**src/rtl/video_pll_pkg.sv**
```systemverilog
// Shared types and helpers for the video PLL sequencer.
// VIDEO_PLL_SEQUENCER_TIMEOUT_EN adds the StFail state.
package video_pll_pkg;

  localparam logic [5:0] DEFAULT_SEL = 6'd60;

  typedef enum logic [2:0] {
    StIdle,
    StResetHold,
    StWaitLock,
    StSettle
`ifdef VIDEO_PLL_SEQUENCER_TIMEOUT_EN
    , StFail
`endif
  } pll_state_e;

  // Input and feedback in 1..63, output even in 2..126.
  function automatic logic divider_set_valid(input logic [15:0] in_div,
                                             input logic [15:0] out_div,
                                             input logic [15:0] fb_div);
    logic in_ok, fb_ok, out_ok;
    in_ok  = (in_div >= 16'd1) && (in_div <= 16'd63);
    fb_ok  = (fb_div >= 16'd1) && (fb_div <= 16'd63);
    out_ok = !out_div[0] && (out_div >= 16'd2) && (out_div <= 16'd126);
    return in_ok && fb_ok && out_ok;
  endfunction

  // PLL select encoding: 64 - divider, 7-bit arithmetic truncated to 6 bits.
  function automatic logic [5:0] encode_sel(input logic [5:0] div);
    logic [6:0] diff;
    diff = 7'd64 - {1'b0, div};
    return diff[5:0];
  endfunction

endpackage

```
**src/rtl/sync_2ff.sv**
```systemverilog
// Two-flop synchroniser for a single-bit level signal; cleared by synchronous reset.
module sync_2ff (
  input  logic clock,
  input  logic reset,
  input  logic d,
  output logic q
);

  logic meta_q;
  logic sync_q;

  always_ff @(posedge clock) begin
    if (reset) begin
      meta_q <= 1'b0;
      sync_q <= 1'b0;
    end else begin
      meta_q <= d;
      sync_q <= meta_q;
    end
  end

  assign q = sync_q;

endmodule

```
**src/rtl/video_pll_sequencer.sv**
```systemverilog
// Sequences PLL reset, lock wait and settle before releasing the video domain reset.
// Define VIDEO_PLL_SEQUENCER_TIMEOUT_EN to add the lock timeout and StFail retry state.
module video_pll_sequencer
  import video_pll_pkg::*;
#(
  parameter int unsigned RESET_HOLD_CYCLES   = 16,
  parameter int unsigned SETTLE_CYCLES       = 256,
  parameter int unsigned LOCK_TIMEOUT_CYCLES = 1_000_000
) (
  input  logic        clock,
  input  logic        reset,
  input  logic        config_valid,
  output logic        config_ready,
  input  logic [15:0] input_divider,
  input  logic [15:0] output_divider,
  input  logic [15:0] feedback_divider,
  input  logic        pll_lock,
  output logic        pll_reset,
  output logic [5:0]  pll_fbdsel,
  output logic [5:0]  pll_idsel,
  output logic [5:0]  pll_odsel,
  output logic        video_reset_req,
  output logic        busy,
  output logic        error
);

  localparam int unsigned CntMax = (RESET_HOLD_CYCLES > SETTLE_CYCLES) ?
                                   RESET_HOLD_CYCLES : SETTLE_CYCLES;
  localparam int unsigned CntW = $clog2(CntMax + 1);
  localparam logic [CntW-1:0] HoldLast   = CntW'(RESET_HOLD_CYCLES - 1);
  localparam logic [CntW-1:0] SettleLast = CntW'(SETTLE_CYCLES - 1);

  pll_state_e      state_q, state_d;
  logic [CntW-1:0] cnt_q, cnt_d;
  logic            error_q, error_d;
  logic [5:0]      fbdsel_q, fbdsel_d;
  logic [5:0]      idsel_q, idsel_d;
  logic [5:0]      odsel_q, odsel_d;
  logic            lock_sync;
  logic            accept;
  logic            cfg_ok;

  sync_2ff u_lock_sync (
    .clock (clock),
    .reset (reset),
    .d     (pll_lock),
    .q     (lock_sync)
  );

`ifdef VIDEO_PLL_SEQUENCER_TIMEOUT_EN
  localparam int unsigned TmoW = $clog2(LOCK_TIMEOUT_CYCLES + 1);
  localparam logic [TmoW-1:0] TmoLast = TmoW'(LOCK_TIMEOUT_CYCLES - 1);

  logic [TmoW-1:0] tmo_cnt_q, tmo_cnt_d;

  // Counts consecutive WAIT_LOCK cycles; zero on every other state.
  assign tmo_cnt_d = (state_q == StWaitLock) ? tmo_cnt_q + TmoW'(1) : '0;

  always_ff @(posedge clock) begin
    if (reset) begin
      tmo_cnt_q <= '0;
    end else begin
      tmo_cnt_q <= tmo_cnt_d;
    end
  end
`else
  logic [31:0] unused_timeout;
  assign unused_timeout = LOCK_TIMEOUT_CYCLES;
`endif

  always_comb begin
    pll_reset       = (state_q == StResetHold);
    video_reset_req = (state_q != StIdle);
    busy            = (state_q != StIdle);
    config_ready    = (state_q == StIdle);
`ifdef VIDEO_PLL_SEQUENCER_TIMEOUT_EN
    if (state_q == StFail) config_ready = 1'b1;
`endif
  end

  assign accept = config_valid && config_ready;
  assign cfg_ok = divider_set_valid(input_divider, output_divider, feedback_divider);

  always_comb begin
    state_d  = state_q;
    cnt_d    = cnt_q;
    error_d  = error_q;
    fbdsel_d = fbdsel_q;
    idsel_d  = idsel_q;
    odsel_d  = odsel_q;

    unique case (state_q)
      StIdle: begin
        if (!lock_sync) state_d = StWaitLock;
      end
      StResetHold: begin
        if (cnt_q == HoldLast) begin
          state_d = StWaitLock;
          cnt_d   = '0;
        end else begin
          cnt_d = cnt_q + CntW'(1);
        end
      end
      StWaitLock: begin
        if (lock_sync) begin
          // The cycle that sees lock counts as the first settle cycle.
          if (SETTLE_CYCLES <= 1) begin
            state_d = StIdle;
            cnt_d   = '0;
          end else begin
            state_d = StSettle;
            cnt_d   = CntW'(1);
          end
        end
`ifdef VIDEO_PLL_SEQUENCER_TIMEOUT_EN
        else if (tmo_cnt_q == TmoLast) begin
          state_d = StFail;
          error_d = 1'b1;
        end
`endif
      end
      StSettle: begin
        if (!lock_sync) begin
          state_d = StWaitLock;
          cnt_d   = '0;
        end else if (cnt_q == SettleLast) begin
          state_d = StIdle;
          cnt_d   = '0;
        end else begin
          cnt_d = cnt_q + CntW'(1);
        end
      end
`ifdef VIDEO_PLL_SEQUENCER_TIMEOUT_EN
      StFail: begin
        state_d = StResetHold;
        cnt_d   = '0;
      end
`endif
      default: begin
        state_d = StResetHold;
        cnt_d   = '0;
      end
    endcase

    // A rejected set only flags error; an accepted one restarts the sequence.
    if (accept) begin
      if (cfg_ok) begin
        error_d  = 1'b0;
        fbdsel_d = encode_sel(feedback_divider[5:0]);
        idsel_d  = encode_sel(input_divider[5:0]);
        odsel_d  = encode_sel(output_divider[6:1]);
        state_d  = StResetHold;
        cnt_d    = '0;
      end else begin
        error_d = 1'b1;
      end
    end
  end

  always_ff @(posedge clock) begin
    if (reset) begin
      state_q  <= StResetHold;
      cnt_q    <= '0;
      error_q  <= 1'b0;
      fbdsel_q <= DEFAULT_SEL;
      idsel_q  <= DEFAULT_SEL;
      odsel_q  <= DEFAULT_SEL;
    end else begin
      state_q  <= state_d;
      cnt_q    <= cnt_d;
      error_q  <= error_d;
      fbdsel_q <= fbdsel_d;
      idsel_q  <= idsel_d;
      odsel_q  <= odsel_d;
    end
  end

  assign error      = error_q;
  assign pll_fbdsel = fbdsel_q;
  assign pll_idsel  = idsel_q;
  assign pll_odsel  = odsel_q;

endmodule

```
**config.mk**
```make
export PLATFORM = sky130hd
export DESIGN_NAME = video_pll_sequencer
export DESIGN_NICKNAME = d
export VERILOG_FILES = /design/src/rtl/video_pll_pkg.sv /design/src/rtl/sync_2ff.sv /design/src/rtl/video_pll_sequencer.sv
export SDC_FILE = /design/constraint.sdc
export NUM_CORES = 1
export LEC_CHECK = 0
export CORE_MARGIN = 10
export CORE_UTILIZATION = 43
export CTS_CLUSTER_DIAMETER = 100
export CTS_CLUSTER_SIZE = 40
export DETAILED_ROUTE_END_ITERATION = 16
export GPL_ROUTABILITY_DRIVEN = 1
export GPL_TIMING_DRIVEN = 1
export PLACE_DENSITY_LB_ADDON = 0.3
export SKIP_CTS_REPAIR_TIMING = 1
export SYNTH_ARGS = -nofsm -noshare
export SYNTH_HDL_FRONTEND = slang
export SYNTH_SLANG_ARGS = --single-unit
```
**constraint.sdc**
```tcl
create_clock -name clock -period 2.75 [get_ports clock]
set_input_delay 0.55 -clock clock [delete_from_list [all_inputs] [get_ports clock]]
set_output_delay 0.55 -clock clock [all_outputs]
set_load 0.01 [all_outputs]
```
== Word-level counts from Yosys, hierarchy flattened ==
Cells that the tools add are included.
Storage, ports and cells
  register bits after elaboration: 33
  word-level logic and storage cells: 50
Cells by class
  $add $sub $neg: 4
  $lt $le $gt $ge: 6
  equality and inequality tests: 5
  multiplexer cells: 16
  reduce and logical (&&, ||, !) cells: 11
Operator list (count)
  9-bit two-way mux: 6
  9-bit case mux with 4 select lines: 1
  16-bit by 1-bit >= comparator with 1-bit output (second input constant): 2
  16-bit by 6-bit less-or-equal comparator with 1-bit output (second input constant): 2
  3-bit two-way mux: 7
  1-bit by 6-bit subtractor with 6-bit output (first input constant): 3
  16-bit by 2-bit >= comparator with 1-bit output (second input constant): 1
  16-bit by 7-bit less-or-equal comparator with 1-bit output (second input constant): 1
  3-bit case mux with 4 select lines: 1
  9-bit by 1-bit adder with 9-bit output (second input constant): 1
  9-bit by 4-bit == test with 1-bit output (second input constant): 1
  9-bit by 8-bit == test with 1-bit output (second input constant): 1
  1-bit logical AND: 7
  3-bit by 2-bit == test with 1-bit output (second input constant): 2
  3-bit by 1-bit == test with 1-bit output (second input constant): 1
  3-bit logical NOT: 1
  3-bit nonzero test: 1
  2-bit AND reduction: 1
  1-bit logical NOT: 1
  1-bit two-way mux: 1

== Depth between registers and ports, before layout ==
Gate-level depths: netlist (run 1).
  word-level depth: 6
  depth in mapped cells: 11
  depth with buffers taken out: 10

== Cells and area by module ==
From an unflattened synthesis (run 1), not the netlist that was laid out.
Second synthesis, totals
  cells, all modules: 214
  area, all modules: 1858.0 µm²
By module, submodules not included
  video_pll_sequencer: times used 1, cells each 210, area an instance 1805.5 µm², seq. area each 620.6 µm²
  sync_2ff: times used 1, cells each 4, area an instance 52.6 µm², seq. area each 40.0 µm²

== Least setup slack after synthesis (run 1) ==
No wires, ideal clock.
  path type: reg-to-reg
  from: reg cnt_q[0]
  to: reg cnt_q[6]
  setup time: 0.091 ns
  arrival: 2.287 ns
  required time: 2.659 ns
  path slack: 0.372 ns
  cell stages (with the launch flop): 12
  clock period less this slack: 2.378 ns
  cell sequence: dfxtp_1 > ha_1 > and3_1 > and3_1 > nand3_1 > inv_1 > ha_1 > or4b_1 > nand2_2 > buf_6 > a21oi_1 > a311oi_1
Between the ends
  word-level cells in the longest chain between the ends: 6
  elaborated cells between the ends (all ways): 9
  classes of those cells: 1 x add/sub; 2 x eq/ne; 6 x mux
RTL lines
  start, declared: line video_pll_sequencer.sv:34  | logic [CntW-1:0] cnt_q, cnt_d;
  start signal, assigned: line video_pll_sequencer.sv:170  | cnt_q <= cnt_d;
  9-bit by 1-bit adder with 9-bit output or 9-bit by 8-bit == test with 1-bit output (tied branches): line video_pll_sequencer.sv:101, video_pll_sequencer.sv:130, video_pll_sequencer.sv:126
  9-bit two-way mux: line video_pll_sequencer.sv:126  | end else if (cnt_q == SettleLast) begin
  9-bit two-way mux: line video_pll_sequencer.sv:123  | if (!lock_sync) begin
  9-bit case mux with 4 select lines (*): line video_pll_sequencer.sv:92  | unique case (state_q)
  9-bit two-way mux: line video_pll_sequencer.sv:147  | if (cfg_ok) begin
  9-bit two-way mux (*): line video_pll_sequencer.sv:146  | if (accept) begin
Mark *: on every way between the ends. The rest lies on a longest branch, timed or not.
A chain may end at the register's enable or synchronous reset.

== Worst setup path in the final report (run 1) ==
  from: reg cnt_q[0]
  to: reg cnt_q[0]
Same word-level chain as after synthesis.

==> flow_summary.rst, run 1 <==
.. list-table::
   :header-rows: 1

   * - Metric
     - Value
   * - Run status
     - complete, no violations
   * - Seq/Total Area, Yosys
     - 35.20%
   * - Final total power
     - 0.001031 W
   * - # port buffers
     - 74
   * - Classification of the worst setup path
     - flop to flop
   * - Achievable clock frequency
     - 380.5 MHz
   * - Static Leakage
     - 1.073 nW
   * - Total instance count after detailed placement
     - approximately 350
   * - Hold Startpoint
     - u_lock_sync.meta_q
   * - Clock transition at the register clock pins on the worst setup and hold paths after CTS
     - 0.06 ns
   * - Initial standard-cell utilization of the core
     - between 40% and 50%
   * - All-Layer GR Usage
     - 16.04%
   * - Count of fill cells added during filler insertion
     - 348
   * - Worst Path Max Fanout
     - 12
   * - Worst Skew
     - 0.006635 ns
   * - Diodes inserted
     - 0
   * - Number of buffers on the longest clock path
     - 2
   * - Unrepaired setup endpoints after global routing
     - false
   * - Worst reg-to-reg path cell count
     - 10
   * - Type of the most critical hold path
     - flop to flop
   * - Critical path data required time
     - 2.96 ns
   * - Max-capacitance violation count
     - 0
   * - Share of final-layout standard cells stronger than drive strength 1
     - 11.04%
   * - TritonCTS clock tree
     - done
   * - Die span in y
     - 86.07 um
   * - Drt initial violations
     - 152
   * - Most used cells in the layout excluding fill and tap cells
     - clkdlybuf4s50_1 (74), dfxtp_1 (33), o21ai_0 (20)
   * - Number of failing hold endpoints at the final stage
     - 0
   * - I/O pin count
     - 75
   * - Area added between synthesis and finish
     - 51.40%
   * - CP Capture Type
     - flop
   * - Detailed-router iteration count before antenna repair
     - 4
   * - Period minus WS final
     - 2.628 ns
   * - Number of storage elements in the synthesis netlist
     - 33
   * - RR Startpoint
     - cnt_q[0]
   * - Overall routed net length
     - 5848 um
   * - Power Dens Cells
     - 362.7 mW/mm^2
   * - Number of H-tree branching levels
     - 2
   * - Via count
     - 1966
   * - Post-route non-filler standard cell count
     - 358
   * - Wire length of the first global-routing pass
     - 9653 um
   * - Worst-Skew Late Latency
     - about 0.28 ns
   * - GRT Residual Overflow
     - 0
   * - Mapped Avg Cell Area
     - about 8.5 um^2
   * - Vias in the first global route
     - 1970
   * - Register-to-Register Setup Slack
     - about 0.12 ns
   * - Rows
     - 23
   * - Worst Hold Slack
     - 0.4420 ns
   * - Die footprint
     - approximately 0.0074 mm^2
   * - Final setup viols
     - 0
   * - Arrival time worst endpoint
     - ~2.8 ns
   * - Mapped Nets
     - approximately 280
   * - Largest voltage drop on the vdd net
     - 0.2229 mV
   * - Leading cell type in the layout, fill and taps excluded
     - clkdlybuf4s50_1
   * - Hpwl dp
     - 4711 um
   * - Initial antenna violation count
     - 0
   * - RD Place Congestion
     - roughly 0.86
   * - Detailed-route vias per instance
     - 5.492
   * - Startpoint type of the worst setup path
     - flop
   * - CTS sink cnt
     - 33
   * - Post-detailed-route count of antenna-violating nets
     - 0
   * - # nets final
     - around 370
   * - Area of the mapped netlist
     - about 0.0019 mm^2
   * - Number of buffers created by CTS
     - 5
   * - Pins Over Slew Limit
     - 0
   * - Distinct cell type count of the synthesized netlist
     - 42
   * - Hold-critical path depth
     - 1
   * - DIE WIDTH
     - 86.07 um
   * - DRC violations left
     - 0
   * - Cell count after synthesis
     - 222
   * - Final period utilization
     - 95.56%
   * - WHS Endpoint
     - u_lock_sync.q
   * - Floorplan core area
     - a little over 0.004 mm^2
   * - Cell at the root of the clock tree
     - clkbuf_8
   * - Post-place instance area
     - ~0.0028 mm^2
   * - Post-layout instance area
     - 0.002841 mm^2
   * - YS warnings
     - 0
   * - Largest net degree at the start of global routing
     - 27
   * - Average wire length per cell after detail routing
     - 16.34 um
   * - Reg-to-Reg End
     - cnt_q[0]
[cells by family (layout without fill, tap and decap cells)]
kind of cell / Yosys count / in the layout / share of synthesized area (%)
XOR/XNOR: 11 / 11 / 5.134
other: 1 / 1 / 0.1998
AO/OA/AOI/OAI: 58 / 58 / 19.87
buffers and inverters: 24 / 110 / 6.533
AND/OR/NAND/NOR: 86 / 86 / 27.07
adder cells (fa/ha/maj): 9 / 9 / 6.000
flip-flops: 33 / 33 / 35.20
[layer usage]
| layer | part of all wire [%] | up-vias | GRT usage (%) |
|---|---|---|---|
| met5 | 0 | - | 0 |
| met4 | 1.9 | 0 | 6.587 |
| met3 | 8.2 | 7 | 5.109 |
| met2 | 47 | 75 | 24.88 |
| met1 | 43 | 899 | 19.90 |
| li1 | - | 985 | - |
[layout make-up]
cell class                      count  area, um^2  share of cell area, %
Timing Repair Buffer               93       895.9                  31.53
Sequential cell                    33       660.6                  23.25
Multi-Input combinational cell    165        1099                  38.66
Inverter                           10       37.54                  1.321
Tap cell                           50       62.56                  2.202
Clock buffer                        7       86.33                  3.038
[how the worst max path moves through the flow]
stage,from,end,slack (ns),cells past startpoint
floorplan,cnt_q[0],cnt_q[6],0.37,11
global placement,output_divider[1],state_q[0],0.09,7
detailed placement,input_divider[0],pll_idsel[4],-0.03,9
CTS,cnt_q[0],cnt_q[0],0.1,10
global route,cnt_q[0],cnt_q[0],0.01,10
finish,cnt_q[0],cnt_q[0],0.12,10
[through the flow]
| step | TNS [ns] | utilization, % | worst slack, ns |
|---|---|---|---|
| after CTS | 0 | 68.93 | 0.09706 |
| after global placement | 0 | 66.83 | 0.08890 |
| after floorplan | 0 | - | 0.3720 |
| final | 0 | 69.05 | 0.1222 |
| after global routing | 0 | 69.05 | 0.01275 |
| after detailed placement | -0.05455 | 66.83 | -0.02991 |
[where the power goes]
part	switching, W	internal (W)
clock	0.000175	0.000199
combinational	0.0000634	0.000105
sequential	0.00000575	0.000482
[critical path, cell delays in order, from the launching register on]
cell	delay, ns
dfxtp_1	0.33
ha_1	0.25
and3_1	0.20
and3_1	0.20
nand3_1	0.12
inv_1	0.06
ha_1	0.19
or4b_1	0.63
nand2_4	0.19
or2b_1	0.24
a21oi_1	0.14
[synth_stat cells]
library cell	number	area (um^2)
xnor2_1	2	17.52
nand4_1	4	25.02
a32oi_1	1	8.760
or2_2	1	6.260
o311ai_0	6	52.55
or3_1	4	25.02
xor2_1	9	78.83
nand2b_1	2	12.51
and2_1	1	6.260
nand2_1	9	33.78
a311oi_1	3	26.28
and3_1	5	31.28
inv_1	10	37.54
o31ai_1	3	22.52
nor4_1	7	43.79
o21ai_2	1	8.760
clkbuf_2	3	15.01
a21oi_1	18	90.09
or4_4	2	22.52
nor3_1	10	50.05
nor2_1	13	48.80
nand2_2	1	6.260
dfxtp_1	33	660.6
nor4b_2	1	15.01
buf_6	3	33.78
nor4_4	2	42.54
nand3_1	16	80.08
conb_1	1	3.750
buf_4	1	7.510
ha_1	9	112.6
o21ai_0	20	100.1
buf_2	2	10.01
a22o_1	1	8.760
or4b_1	1	10.01
or2b_1	1	7.510
nor3b_1	3	22.52
a41oi_1	1	8.760
clkbuf_1	5	18.77
a21o_1	1	7.510
o311ai_1	2	17.52
o31ai_4	1	21.27
nor2b_1	3	18.77
[state kept, by name, summed over array words and instances (netlist names)]
| register | cells |
|---|---|
| cnt_q | 9 |
| error | 1 |
| pll_fbdsel | 6 |
| pll_idsel | 6 |
| pll_odsel | 6 |
| state_q | 3 |
| u_lock_sync.meta_q | 1 |
| u_lock_sync.q | 1 |
No activity file was read; power rests on OpenSTA's default activity.
==> inputs of run 2 (changes only) <==
--- a/config.mk
+++ b/config.mk
@@ -12,7 +12,7 @@
 export DETAILED_ROUTE_END_ITERATION = 16
 export GPL_ROUTABILITY_DRIVEN = 1
 export GPL_TIMING_DRIVEN = 1
-export PLACE_DENSITY_LB_ADDON = 0.3
+export PLACE_DENSITY = 0.8
 export SKIP_CTS_REPAIR_TIMING = 1
 export SYNTH_ARGS = -nofsm -noshare
 export SYNTH_HDL_FRONTEND = slang
==> flow_summary.rst, run 2 (synthesis gave the netlist of run 1 again) <==
.. list-table::
   :header-rows: 1

   * - Metric
     - Value
   * - Run status
     - complete, no violations
   * - Static Leakage
     - roughly 1.1 nW
   * - Clock transition at the register clock pins on the worst setup and hold paths after CTS
     - 0.06 ns
   * - Largest net degree at the start of global routing
     - 27
   * - Number of buffers created by CTS
     - 5
   * - Floorplan core area
     - 0.004115 mm^2
   * - TNS Setup
     - 0 ns
   * - # nets final
     - 370
   * - CTS sink cnt
     - 33
   * - Total instance count after detailed placement
     - 352
   * - DIE WIDTH
     - between 80 and 90 um
   * - Classification of the worst setup path
     - flop to flop
   * - Via count
     - 2004
   * - Unrepaired setup endpoints after global routing
     - false
   * - Arrival time worst endpoint
     - 2.73 ns
   * - Post-detailed-route count of antenna-violating nets
     - 0
   * - Wire length of the first global-routing pass
     - 9867 um
   * - Cell at the root of the clock tree
     - clkbuf_8
   * - Count of fill cells added during filler insertion
     - 341
   * - Critical path data required time
     - 2.96 ns
   * - Number of buffers on the longest clock path
     - 2
   * - I/O pin count
     - 75
   * - Initial standard-cell utilization of the core
     - 45.61%
   * - Share of final-layout standard cells stronger than drive strength 1
     - 11.65%
   * - # port buffers
     - 74
   * - Flip-flop count of the largest register after layout
     - 9
   * - Pins Over Slew Limit
     - 0
   * - CP Capture Type
     - flop
   * - Final setup viols
     - 0
   * - Register-to-Register Setup Slack
     - 0.22 ns
   * - Initial antenna violation count
     - 0
   * - All-Layer GR Usage
     - 16.09%
   * - RD Place Congestion
     - 0.8424
   * - Largest voltage drop on the vdd net
     - 0.2078 mV
   * - Overall routed net length
     - 5876 um
   * - Post-layout util
     - between 60% and 70%
   * - DRC violations left
     - 0
   * - Detailed-route vias per instance
     - 5.582
   * - Worst Hold Slack
     - between 0.4 and 0.5 ns
   * - Vias in the first global route
     - 2030
   * - Power Dens Cells
     - about 360 mW/mm^2
   * - Period minus WS final
     - 2.525 ns
   * - Die span in y
     - 86.07 um
   * - TritonCTS clock tree
     - done
   * - Hpwl dp
     - 4696 um
   * - Detailed-router iteration count before antenna repair
     - 4
   * - Diodes inserted
     - 0
   * - Final period utilization
     - roughly nine tenths
   * - Area added between synthesis and finish
     - 51.33%
   * - Post-route non-filler standard cell count
     - 359
   * - Reg with most FFs
     - cnt_q
   * - Number of H-tree branching levels
     - 2
   * - Startpoint type of the worst setup path
     - flop
   * - Most used cells in the layout excluding fill and tap cells
     - clkdlybuf4s50_1 (74), dfxtp_1 (33), o21ai_0 (20), buf_4 (20), a21oi_1 (18)
   * - Rows
     - 23
   * - Worst Skew
     - 0.004296 ns
   * - Leading cell type in the layout, fill and taps excluded
     - clkdlybuf4s50_1
   * - Worst-Skew Late Latency
     - 0.28 ns
   * - Max-capacitance violation count
     - 0
   * - Type of the most critical hold path
     - flop to flop
   * - Final total power
     - 0.001015 W
   * - Number of failing hold endpoints at the final stage
     - 0
   * - Die footprint
     - 0.007407 mm^2
   * - GRT Residual Overflow
     - 0
   * - Worst Path Max Fanout
     - 12
   * - Average wire length per cell after detail routing
     - 16.37 um
   * - Achievable clock frequency
     - 396.0 MHz
   * - Drt initial violations
     - 208
-- run 2: cell types whose count changed in the layout (fill, tap and decap cells not counted) --
cell,change
buf_12,-1
buf_4,+2
or4b_1,-1
or4b_4,+1
-- run 2: worst paths after layout --
kind,from,to,cells after the start
setup / recovery,cnt_q[0],cnt_q[0],10
hold / removal,u_lock_sync.meta_q,u_lock_sync.q,1
setup reg to reg,cnt_q[0],cnt_q[0],10
hold reg to reg,u_lock_sync.meta_q,u_lock_sync.q,1
-- run 2: per-stage QoR --
stage / area [um^2] / setup slack, ns
4_1_cts: 2831 / 0.1289
6_report: 2840 / 0.2249
3_5_place_dp: 2745 / -0.01074
2_1_floorplan: 1877 / 0.3720
5_1_grt: 2840 / 0.03693
3_3_place_gp: 2745 / 0.06655
-- run 2: where the power goes --
group | switching (W) | leakage [nW] | total (W) | internal (W)
clock network | 0.000161 | 0.0443 | 0.000360 | 0.000198
logic | 0.0000627 | 0.761 | 0.000167 | 0.000104
registers | 0.00000619 | 0.267 | 0.000489 | 0.000482
-- run 2: cell type report --
cell class                      count  area, um^2  area share (%)
Multi-Input combinational cell    165        1102           38.81
Timing Repair Buffer               94       890.9           31.37
Sequential cell                    33       660.6           23.26
Clock buffer                        7       86.33           3.040
Tap cell                           50       62.56           2.203
Inverter                           10       37.54           1.322
-- run 2: metal layers --
layer  up-vias  wire length (um)  global-route usage, %
met1       920              2594                  20.68
met5         -                 0                      0
met4         0                23                  2.545
met3         4               488                  6.623
met2        88              2770                  24.81
li1        992                 -                      -
-- run 2: critical path, stage by stage, from the launching register on --
cell and delay [ns]:
dfxtp_1 0.33, ha_1 0.24, and3_1 0.20, and3_1 0.20, nand3_1 0.11, inv_1 0.05
ha_1 0.18, or4b_4 0.58, nand2_4 0.16, or2b_1 0.25, a21oi_1 0.14
